`config.mk`:
```
export PLATFORM = sky130hd
export DESIGN_NAME = mem_channel_arbiter_flat
export DESIGN_NICKNAME = d
export VERILOG_FILES = /design/src/rtl/mem_channel_arbiter_if.sv /design/src/rtl/mem_channel_arbiter.sv /design/src/flat_wrapper.sv
export SDC_FILE = /design/constraint.sdc
export NUM_CORES = 1
export LEC_CHECK = 0
export ABC_CLOCK_PERIOD_IN_PS = 2500
export BUFFER_PORTS_ARGS = -buffer_cell sky130_fd_sc_hd__buf_2
export CAP_MARGIN = 20
export CORE_AREA = 2 2 261 263
export CTS_CLUSTER_DIAMETER = 150
export DETAILED_ROUTE_END_ITERATION = 16
export DIE_AREA = 0 0 263 265
export HOLD_SLACK_MARGIN = 0.15
export PLACE_DENSITY = 0.37
export SLEW_MARGIN = 25
export SYNTH_ARGS = -nofsm -noshare
export SYNTH_HDL_FRONTEND = slang
export SYNTH_SLANG_ARGS = --single-unit
export TNS_END_PERCENT = 5
```
`constraint.sdc`:
```
create_clock -name clk -period 2.5 [get_ports clk]
set_input_delay 0.125 -clock clk [delete_from_list [all_inputs] [get_ports clk]]
set_output_delay 0.125 -clock clk [all_outputs]
set_load 0.05 [all_outputs]
```
`src/rtl/mem_channel_arbiter_if.sv`:
```
// Bundle of consumer-side request/response lines and memory-channel lines for the arbiter.
// master = arbiter view (serves consumers, drives memory channels); slave = environment view.
// No storage here; timing and backpressure are defined by the arbiter itself.
interface mem_channel_arbiter_if #(
  parameter int ADDR_BITS     = 32,
  parameter int DATA_BITS     = 32,
  parameter int NUM_CONSUMERS = 4,
  parameter int NUM_CHANNELS  = 1
);
  // consumer side
  logic [NUM_CONSUMERS-1:0]                consumer_read_valid;
  logic [NUM_CONSUMERS-1:0][ADDR_BITS-1:0] consumer_read_address;
  logic [NUM_CONSUMERS-1:0]                consumer_read_ready;
  logic [NUM_CONSUMERS-1:0][DATA_BITS-1:0] consumer_read_data;
  logic [NUM_CONSUMERS-1:0]                consumer_write_valid;
  logic [NUM_CONSUMERS-1:0][ADDR_BITS-1:0] consumer_write_address;
  logic [NUM_CONSUMERS-1:0][DATA_BITS-1:0] consumer_write_data;
  logic [NUM_CONSUMERS-1:0]                consumer_write_ready;

  // memory channel side
  logic [NUM_CHANNELS-1:0]                 mem_read_valid;
  logic [NUM_CHANNELS-1:0][ADDR_BITS-1:0]  mem_read_address;
  logic [NUM_CHANNELS-1:0]                 mem_read_ready;
  logic [NUM_CHANNELS-1:0][DATA_BITS-1:0]  mem_read_data;
  logic [NUM_CHANNELS-1:0]                 mem_write_valid;
  logic [NUM_CHANNELS-1:0][ADDR_BITS-1:0]  mem_write_address;
  logic [NUM_CHANNELS-1:0][DATA_BITS-1:0]  mem_write_data;
  logic [NUM_CHANNELS-1:0]                 mem_write_ready;

  modport master (
    input  consumer_read_valid, consumer_read_address,
    input  consumer_write_valid, consumer_write_address, consumer_write_data,
    output consumer_read_ready, consumer_read_data, consumer_write_ready,
    output mem_read_valid, mem_read_address,
    output mem_write_valid, mem_write_address, mem_write_data,
    input  mem_read_ready, mem_read_data, mem_write_ready
  );

  modport slave (
    output consumer_read_valid, consumer_read_address,
    output consumer_write_valid, consumer_write_address, consumer_write_data,
    input  consumer_read_ready, consumer_read_data, consumer_write_ready,
    input  mem_read_valid, mem_read_address,
    input  mem_write_valid, mem_write_address, mem_write_data,
    output mem_read_ready, mem_read_data, mem_write_ready
  );
endinterface

```
`src/rtl/mem_channel_arbiter.sv`:
```
// Round-robin share of NUM_CHANNELS memory channels among NUM_CONSUMERS load/store requesters.
// Latency: grant cycle, then mem valid next cycle; consumer ready the cycle after mem ready (>=3 cycles).
// Backpressure: mem valid held until mem ready; consumer ready held until the consumer drops its valid.
module mem_channel_arbiter #(
  parameter int ADDR_BITS     = 32,
  parameter int DATA_BITS     = 32,
  parameter int NUM_CONSUMERS = 4,
  parameter int NUM_CHANNELS  = 1
) (
  input logic                   clk,
  input logic                   reset,
  mem_channel_arbiter_if.master bus
);

  localparam int NC  = NUM_CONSUMERS;
  localparam int NCH = NUM_CHANNELS;
  localparam int PW  = (NC > 1) ? $clog2(NC) : 1;

  typedef enum logic [2:0] {
    IDLE,
    READ_WAIT,
    WRITE_WAIT,
    READ_RELAY,
    WRITE_RELAY
  } ch_state_e;

  ch_state_e            state_q [NCH];
  ch_state_e            state_d [NCH];
  logic [PW-1:0]        owner_q [NCH];
  logic [PW-1:0]        owner_d [NCH];
  logic [ADDR_BITS-1:0] addr_q  [NCH];
  logic [ADDR_BITS-1:0] addr_d  [NCH];
  logic [DATA_BITS-1:0] wdata_q [NCH];
  logic [DATA_BITS-1:0] wdata_d [NCH];
  logic [DATA_BITS-1:0] rdata_q [NCH];
  logic [DATA_BITS-1:0] rdata_d [NCH];
  logic [NC-1:0]        claim_q, claim_d;
  logic [PW-1:0]        rr_ptr_q, rr_ptr_d;

  // Scratch for the arbitration scan.
  logic [NC-1:0]        taken;
  logic [PW:0]          idx;
  logic [PW-1:0]        sel;
  logic [PW-1:0]        last_sel;
  logic                 found;
  logic                 any_grant;

  // Per-channel next state, round-robin grant and claim bookkeeping.
  always_comb begin
    claim_d   = claim_q;
    rr_ptr_d  = rr_ptr_q;
    // A claim released this cycle stays blocked until next cycle, so scan against the registered claims.
    taken     = claim_q;
    idx       = '0;
    sel       = '0;
    last_sel  = '0;
    found     = 1'b0;
    any_grant = 1'b0;
    for (int ch = 0; ch < NCH; ch++) begin
      state_d[ch] = state_q[ch];
      owner_d[ch] = owner_q[ch];
      addr_d[ch]  = addr_q[ch];
      wdata_d[ch] = wdata_q[ch];
      rdata_d[ch] = rdata_q[ch];
    end

    // Lower-index channels pick first; their grants are visible to higher channels via 'taken'.
    for (int ch = 0; ch < NCH; ch++) begin
      case (state_q[ch])
        IDLE: begin
          found = 1'b0;
          sel   = '0;
          for (int i = 0; i < NC; i++) begin
            idx = {1'b0, rr_ptr_q} + (PW+1)'(i);
            if (idx >= (PW+1)'(NC)) idx = idx - (PW+1)'(NC);
            if (!found && !taken[idx[PW-1:0]] &&
                (bus.consumer_read_valid[idx[PW-1:0]] || bus.consumer_write_valid[idx[PW-1:0]])) begin
              found = 1'b1;
              sel   = idx[PW-1:0];
            end
          end
          if (found) begin
            taken[sel]   = 1'b1;
            claim_d[sel] = 1'b1;
            owner_d[ch]  = sel;
            any_grant    = 1'b1;
            last_sel     = sel;
            if (bus.consumer_read_valid[sel]) begin
              state_d[ch] = READ_WAIT;
              addr_d[ch]  = bus.consumer_read_address[sel];
            end else begin
              state_d[ch] = WRITE_WAIT;
              addr_d[ch]  = bus.consumer_write_address[sel];
              wdata_d[ch] = bus.consumer_write_data[sel];
            end
          end
        end
        READ_WAIT: begin
          if (bus.mem_read_ready[ch]) begin
            rdata_d[ch] = bus.mem_read_data[ch];
            state_d[ch] = READ_RELAY;
          end
        end
        WRITE_WAIT: begin
          if (bus.mem_write_ready[ch]) state_d[ch] = WRITE_RELAY;
        end
        READ_RELAY: begin
          if (!bus.consumer_read_valid[owner_q[ch]]) begin
            state_d[ch]          = IDLE;
            claim_d[owner_q[ch]] = 1'b0;
          end
        end
        WRITE_RELAY: begin
          if (!bus.consumer_write_valid[owner_q[ch]]) begin
            state_d[ch]          = IDLE;
            claim_d[owner_q[ch]] = 1'b0;
          end
        end
        default: state_d[ch] = IDLE;
      endcase
    end

    if (any_grant) begin
      rr_ptr_d = (last_sel == PW'(NC - 1)) ? '0 : last_sel + PW'(1);
    end
  end

  // State registers; synchronous reset abandons any in-flight transaction.
  always_ff @(posedge clk) begin
    if (reset) begin
      for (int ch = 0; ch < NCH; ch++) begin
        state_q[ch] <= IDLE;
        owner_q[ch] <= '0;
        addr_q[ch]  <= '0;
        wdata_q[ch] <= '0;
        rdata_q[ch] <= '0;
      end
      claim_q  <= '0;
      rr_ptr_q <= '0;
    end else begin
      for (int ch = 0; ch < NCH; ch++) begin
        state_q[ch] <= state_d[ch];
        owner_q[ch] <= owner_d[ch];
        addr_q[ch]  <= addr_d[ch];
        wdata_q[ch] <= wdata_d[ch];
        rdata_q[ch] <= rdata_d[ch];
      end
      claim_q  <= claim_d;
      rr_ptr_q <= rr_ptr_d;
    end
  end

  logic [NC-1:0]                consumer_read_ready;
  logic [NC-1:0][DATA_BITS-1:0] consumer_read_data;
  logic [NC-1:0]                consumer_write_ready;
  logic [NCH-1:0]               mem_read_valid;
  logic [NCH-1:0][ADDR_BITS-1:0] mem_read_address;
  logic [NCH-1:0]               mem_write_valid;
  logic [NCH-1:0][ADDR_BITS-1:0] mem_write_address;
  logic [NCH-1:0][DATA_BITS-1:0] mem_write_data;

  // Outputs decode purely from registered state; idle fields read as zero.
  always_comb begin
    consumer_read_ready  = '0;
    consumer_read_data   = '0;
    consumer_write_ready = '0;
    mem_read_valid       = '0;
    mem_read_address     = '0;
    mem_write_valid      = '0;
    mem_write_address    = '0;
    mem_write_data       = '0;
    for (int ch = 0; ch < NCH; ch++) begin
      if (state_q[ch] == READ_WAIT) begin
        mem_read_valid[ch]   = 1'b1;
        mem_read_address[ch] = addr_q[ch];
      end
      if (state_q[ch] == WRITE_WAIT) begin
        mem_write_valid[ch]   = 1'b1;
        mem_write_address[ch] = addr_q[ch];
        mem_write_data[ch]    = wdata_q[ch];
      end
      for (int c = 0; c < NC; c++) begin
        if (owner_q[ch] == PW'(c)) begin
          if (state_q[ch] == READ_RELAY) begin
            consumer_read_ready[c] = 1'b1;
            consumer_read_data[c]  = rdata_q[ch];
          end
          if (state_q[ch] == WRITE_RELAY) consumer_write_ready[c] = 1'b1;
        end
      end
    end
  end

  assign bus.consumer_read_ready  = consumer_read_ready;
  assign bus.consumer_read_data   = consumer_read_data;
  assign bus.consumer_write_ready = consumer_write_ready;
  assign bus.mem_read_valid       = mem_read_valid;
  assign bus.mem_read_address     = mem_read_address;
  assign bus.mem_write_valid      = mem_write_valid;
  assign bus.mem_write_address    = mem_write_address;
  assign bus.mem_write_data       = mem_write_data;

endmodule

```
`src/flat_wrapper.sv`:
```
// flat-port wrapper written by rule: the top's interface ports become plain ports
module mem_channel_arbiter_flat 
#(
  parameter int ADDR_BITS     = 32,
  parameter int DATA_BITS     = 32,
  parameter int NUM_CONSUMERS = 4,
  parameter int NUM_CHANNELS  = 1
)
  (clk, reset, bus_consumer_read_valid, bus_consumer_read_address, bus_consumer_write_valid, bus_consumer_write_address, bus_consumer_write_data, bus_consumer_read_ready, bus_consumer_read_data, bus_consumer_write_ready, bus_mem_read_valid, bus_mem_read_address, bus_mem_write_valid, bus_mem_write_address, bus_mem_write_data, bus_mem_read_ready, bus_mem_read_data, bus_mem_write_ready);
  mem_channel_arbiter_if #(.ADDR_BITS(ADDR_BITS), .DATA_BITS(DATA_BITS), .NUM_CONSUMERS(NUM_CONSUMERS), .NUM_CHANNELS(NUM_CHANNELS)) bus_i ();
  input logic clk;
  input logic reset;
  input wire logic [$bits(bus_i.consumer_read_valid)-1:0] bus_consumer_read_valid;
  input wire logic [$bits(bus_i.consumer_read_address)-1:0] bus_consumer_read_address;
  input wire logic [$bits(bus_i.consumer_write_valid)-1:0] bus_consumer_write_valid;
  input wire logic [$bits(bus_i.consumer_write_address)-1:0] bus_consumer_write_address;
  input wire logic [$bits(bus_i.consumer_write_data)-1:0] bus_consumer_write_data;
  output wire logic [$bits(bus_i.consumer_read_ready)-1:0] bus_consumer_read_ready;
  output wire logic [$bits(bus_i.consumer_read_data)-1:0] bus_consumer_read_data;
  output wire logic [$bits(bus_i.consumer_write_ready)-1:0] bus_consumer_write_ready;
  output wire logic [$bits(bus_i.mem_read_valid)-1:0] bus_mem_read_valid;
  output wire logic [$bits(bus_i.mem_read_address)-1:0] bus_mem_read_address;
  output wire logic [$bits(bus_i.mem_write_valid)-1:0] bus_mem_write_valid;
  output wire logic [$bits(bus_i.mem_write_address)-1:0] bus_mem_write_address;
  output wire logic [$bits(bus_i.mem_write_data)-1:0] bus_mem_write_data;
  input wire logic [$bits(bus_i.mem_read_ready)-1:0] bus_mem_read_ready;
  input wire logic [$bits(bus_i.mem_read_data)-1:0] bus_mem_read_data;
  input wire logic [$bits(bus_i.mem_write_ready)-1:0] bus_mem_write_ready;
  assign bus_i.consumer_read_valid = bus_consumer_read_valid;
  assign bus_i.consumer_read_address = bus_consumer_read_address;
  assign bus_i.consumer_write_valid = bus_consumer_write_valid;
  assign bus_i.consumer_write_address = bus_consumer_write_address;
  assign bus_i.consumer_write_data = bus_consumer_write_data;
  assign bus_consumer_read_ready = bus_i.consumer_read_ready;
  assign bus_consumer_read_data = bus_i.consumer_read_data;
  assign bus_consumer_write_ready = bus_i.consumer_write_ready;
  assign bus_mem_read_valid = bus_i.mem_read_valid;
  assign bus_mem_read_address = bus_i.mem_read_address;
  assign bus_mem_write_valid = bus_i.mem_write_valid;
  assign bus_mem_write_address = bus_i.mem_write_address;
  assign bus_mem_write_data = bus_i.mem_write_data;
  assign bus_i.mem_read_ready = bus_mem_read_ready;
  assign bus_i.mem_read_data = bus_mem_read_data;
  assign bus_i.mem_write_ready = bus_mem_write_ready;
  mem_channel_arbiter #(.ADDR_BITS(ADDR_BITS), .DATA_BITS(DATA_BITS), .NUM_CONSUMERS(NUM_CONSUMERS), .NUM_CHANNELS(NUM_CHANNELS)) u_core (.clk(clk), .reset(reset), .bus(bus_i));
endmodule
```
==> impl_metrics.csv <==
group,metric,value,unit
setup_path,path_cells,"o21ba_1, or3b_4, and3_4, buf_12, nand2_1, nand3_1, dlygate4sd3_1, nand3_1, a21oi_1",
timing,setup_viol,0,
pwr,ir_drop,888,µV
synth,ys_ff_latch,107,
floorplan,die_h,265,µm
final_layout,final_common_cell,"buf_2",
final_layout,most-common-layout-cells,"buf_2 (658), nand2_1 (461), nand3_1 (264)",
setup_path,timing.rr.start,"u_core.claim_q[2]$_SDFFE_PP0P_",
timing,hold_viol,0,
routing,wirelength,54600,µm
grt,grt_pass1_vias,13300,
final_layout,area_growth,73.7,%
clock_network,htreeDepth,3,
worst_hold_path,worstHoldPathType,"primary input to register",
final_layout,fillers,7648,
timing,rsz0062_at_grt,"yes",
routing,drc_errors,0,
setup_path,crit_family,"simple AND/OR/NAND/NOR gates",
setup_path,cpMostUsedCell,"nand3_1",
clock_network,clock_sinks,107,
placed_design,post_dp_cell_area,13600,µm²
timing,worst_slew_pin_slew,0.978,ns
clock_network,cts_tree,"done",
routing,drt_iter0_drc,695,
synth,netlist_area,9040,µm²
grt,grt_max_degree,71,
timing,finalCritPeriodShare,0.978,
synth,syn_nets,1886,
synth,yosysWarnings,0,
routing,wl_per_cell,17.6,µm
floorplan,fp.dieW,263,µm
setup_path,end_kind,"register",
setup_path,critPathMaxFanout,51,
placed_design,hpwl,42300,µm
floorplan,core,66800,µm²
floorplan,ios,662,
routing,vias,13100,
pwr,leakage,0.00779,µW
setup_path,crit_type,"register to register",
setup_path,crit_path_max_incr_delay,0.57,ns
floorplan,rows,95,
floorplan,dieArea,69700,µm²
run_status,status,"finished clean",
setup_path,timing.critical_path.buf_inv,2,
placed_design,dp_slack,0.0286,ns
synth,ys_types,41,
clock_network,insertion_delay,0.39,ns
placed_design,port_buffers,661,
setup_path,cp-start-kind,"register",
routing,dr.pass1.iters,6,
final_layout,fin_area,15700,µm²
synth,syn_avg_cell_area,6.20,µm²
timing,setup_ws,0.0546,ns
timing,fmax,409,MHz
floorplan,initial_core_util,0.135,
setup_path,crit_slowest_cell,"dlygate4sd3_1",
setup_path,critPathRequiredTime,2.76,ns
grt,grtUsageTotal,0.152,
routing,ant_nets,0,
worst_hold_path,hp-start,"reset",
clock_network,clkTransAtPathRegs,0.09,ns
final_layout,fin_util,0.235,
run,maxCapViolCount,0,
setup_path,cp-startpoint,"u_core.claim_q[2]$_SDFFE_PP0P_",
setup_path,arrival,2.70,ns
final_layout,drive_gt1_frac,0.361,
routing,viasPerCell,4.20,
timing,fin_worst_skew,0.0121,ns
synth,synthCells,1458,
grt,antenna_found_initial,7,
placed_design,place.gp.congestion,0.883,
timing,slew_headroom,0.348,
timing,tns,0,ns
grt,globalRouteOverflowTotal,0,
clock_network,cts_buffer_depth,2,
clock_network,cts_made_buffers,9,
final_layout,finalNetCount,2655,
timing,drv_slew,0,
timing,final.min_clock_period,2.45,ns
clock_network,root_buffer,"clkbuf_16",
synth,synth_seq_area_share,0.237,
pwr,power_density,1150,nW/µm²
grt,grt_pass1_wl,80900,µm
-- worst reg2reg max path, stage by stage, from the launching register on --
cell and delay, ns:
dfxtp_1 0.31, o21ba_1 0.27, or3b_4 0.43, and3_4 0.24, buf_12 0.17, nand2_1 0.11
nand3_1 0.07, dlygate4sd3_1 0.57, nand3_1 0.08, a21oi_1 0.06
-- through the flow --
stage,power [µW],hold slack (ns),instances
3_3_place_gp,16400,0.369,2909
5_1_grt,19600,0.168,3107
3_5_place_dp,16400,0.372,2909
4_1_cts,18400,0.150,3105
6_report,18000,0.172,3109
2_1_floorplan,11400,0.261,1458
-- cell families after synthesis --
| group | Yosys count | share of synthesized area |
|---|---|---|
| AOI/OAI and AO/OA | 163 | 0.131 |
| DFF | 107 | 0.237 |
| muxes | 3 | 0.00609 |
| buffers and inverters | 137 | 0.0668 |
| and+or+nand+nor | 1048 | 0.559 |
-- layer usage --
metal  vias to the layer above  track usage  share of wire
met2                       594        0.286           0.52
met3                        81       0.0344          0.060
met4                         4       0.0490          0.030
li1                       6388            -              -
met5                         -            0        0.00057
met1                      5997        0.167           0.39
-- cell type report --
type | instances | area, µm² | area share
antenna | 4 | 10.0 | 0.000637
timing repair buffer | 893 | 5770 | 0.367
multi-input combinational | 1214 | 6390 | 0.407
sequential | 107 | 2140 | 0.136
tap | 873 | 1090 | 0.0695
clock inverter | 4 | 41.3 | 0.00263
inverter | 2 | 7.51 | 0.000478
clock buffer | 12 | 256 | 0.0163
-- cell usage after synthesis, drive strengths merged --
library cell,number,area share
a21oi,74,0.041
a311oi,33,0.051
a32oi,1,0.00097
and2,195,0.14
and3,35,0.024
buf,30,0.022
clkbuf,105,0.044
dfxtp,107,0.24
inv,2,0.00083
mux2i,1,0.0011
mux4,2,0.0050
nand2,462,0.19
nand2b,4,0.0028
nand3,292,0.18
nand3b,1,0.00083
nand4,2,0.0014
nor2,47,0.020
nor2b,2,0.0014
nor3,5,0.0028
nor3b,1,0.00083
o2111ai,1,0.0017
o211ai,2,0.0017
o21a,2,0.0017
o21ai,38,0.021
o21ba,5,0.0055
o21bai,3,0.0025
o221ai,1,0.0017
o22a,1,0.00097
o31ai,1,0.00083
o32a,1,0.0011
or3b,1,0.0012
or4,1,0.00083
-- report_power, final --
part / switching (µW) / internal, µW
logic: 8970 / 4660
clock network: 803 / 756
registers: 513 / 2310
-- path summary, 6_finish.rpt --
check	to	cells after the start	slack [ns]
setup / recovery	u_core.wdata_q[0][30]$_SDFFE_PP0P_	9	0.05
setup reg to reg	u_core.wdata_q[0][30]$_SDFFE_PP0P_	9	0.05
hold reg to reg	u_core.wdata_q[0][5]$_SDFFE_PP0P_	2	0.47
hold / removal	u_core.wdata_q[0][25]$_SDFFE_PP0P_	2	0.17
-- flip-flops by register name (all words and copies together) (netlist names) --
| name | cells |
|---|---|
| u_core.addr_q | 32 |
| u_core.state_q | 3 |
| u_core.owner_q | 2 |
| u_core.rr_ptr_q | 2 |
| u_core.wdata_q | 32 |
| u_core.claim_q | 4 |
| u_core.rdata_q | 32 |
-- what timing repair did --
action	CTS	global route
setup endpoints to repair	1	31
hold endpoints to repair	83	0
gates resized for setup	1	3
pin swaps	0	2
hold buffers	180	0
setup buffers	0	0
No activity file was read; power rests on OpenSTA's default activity.
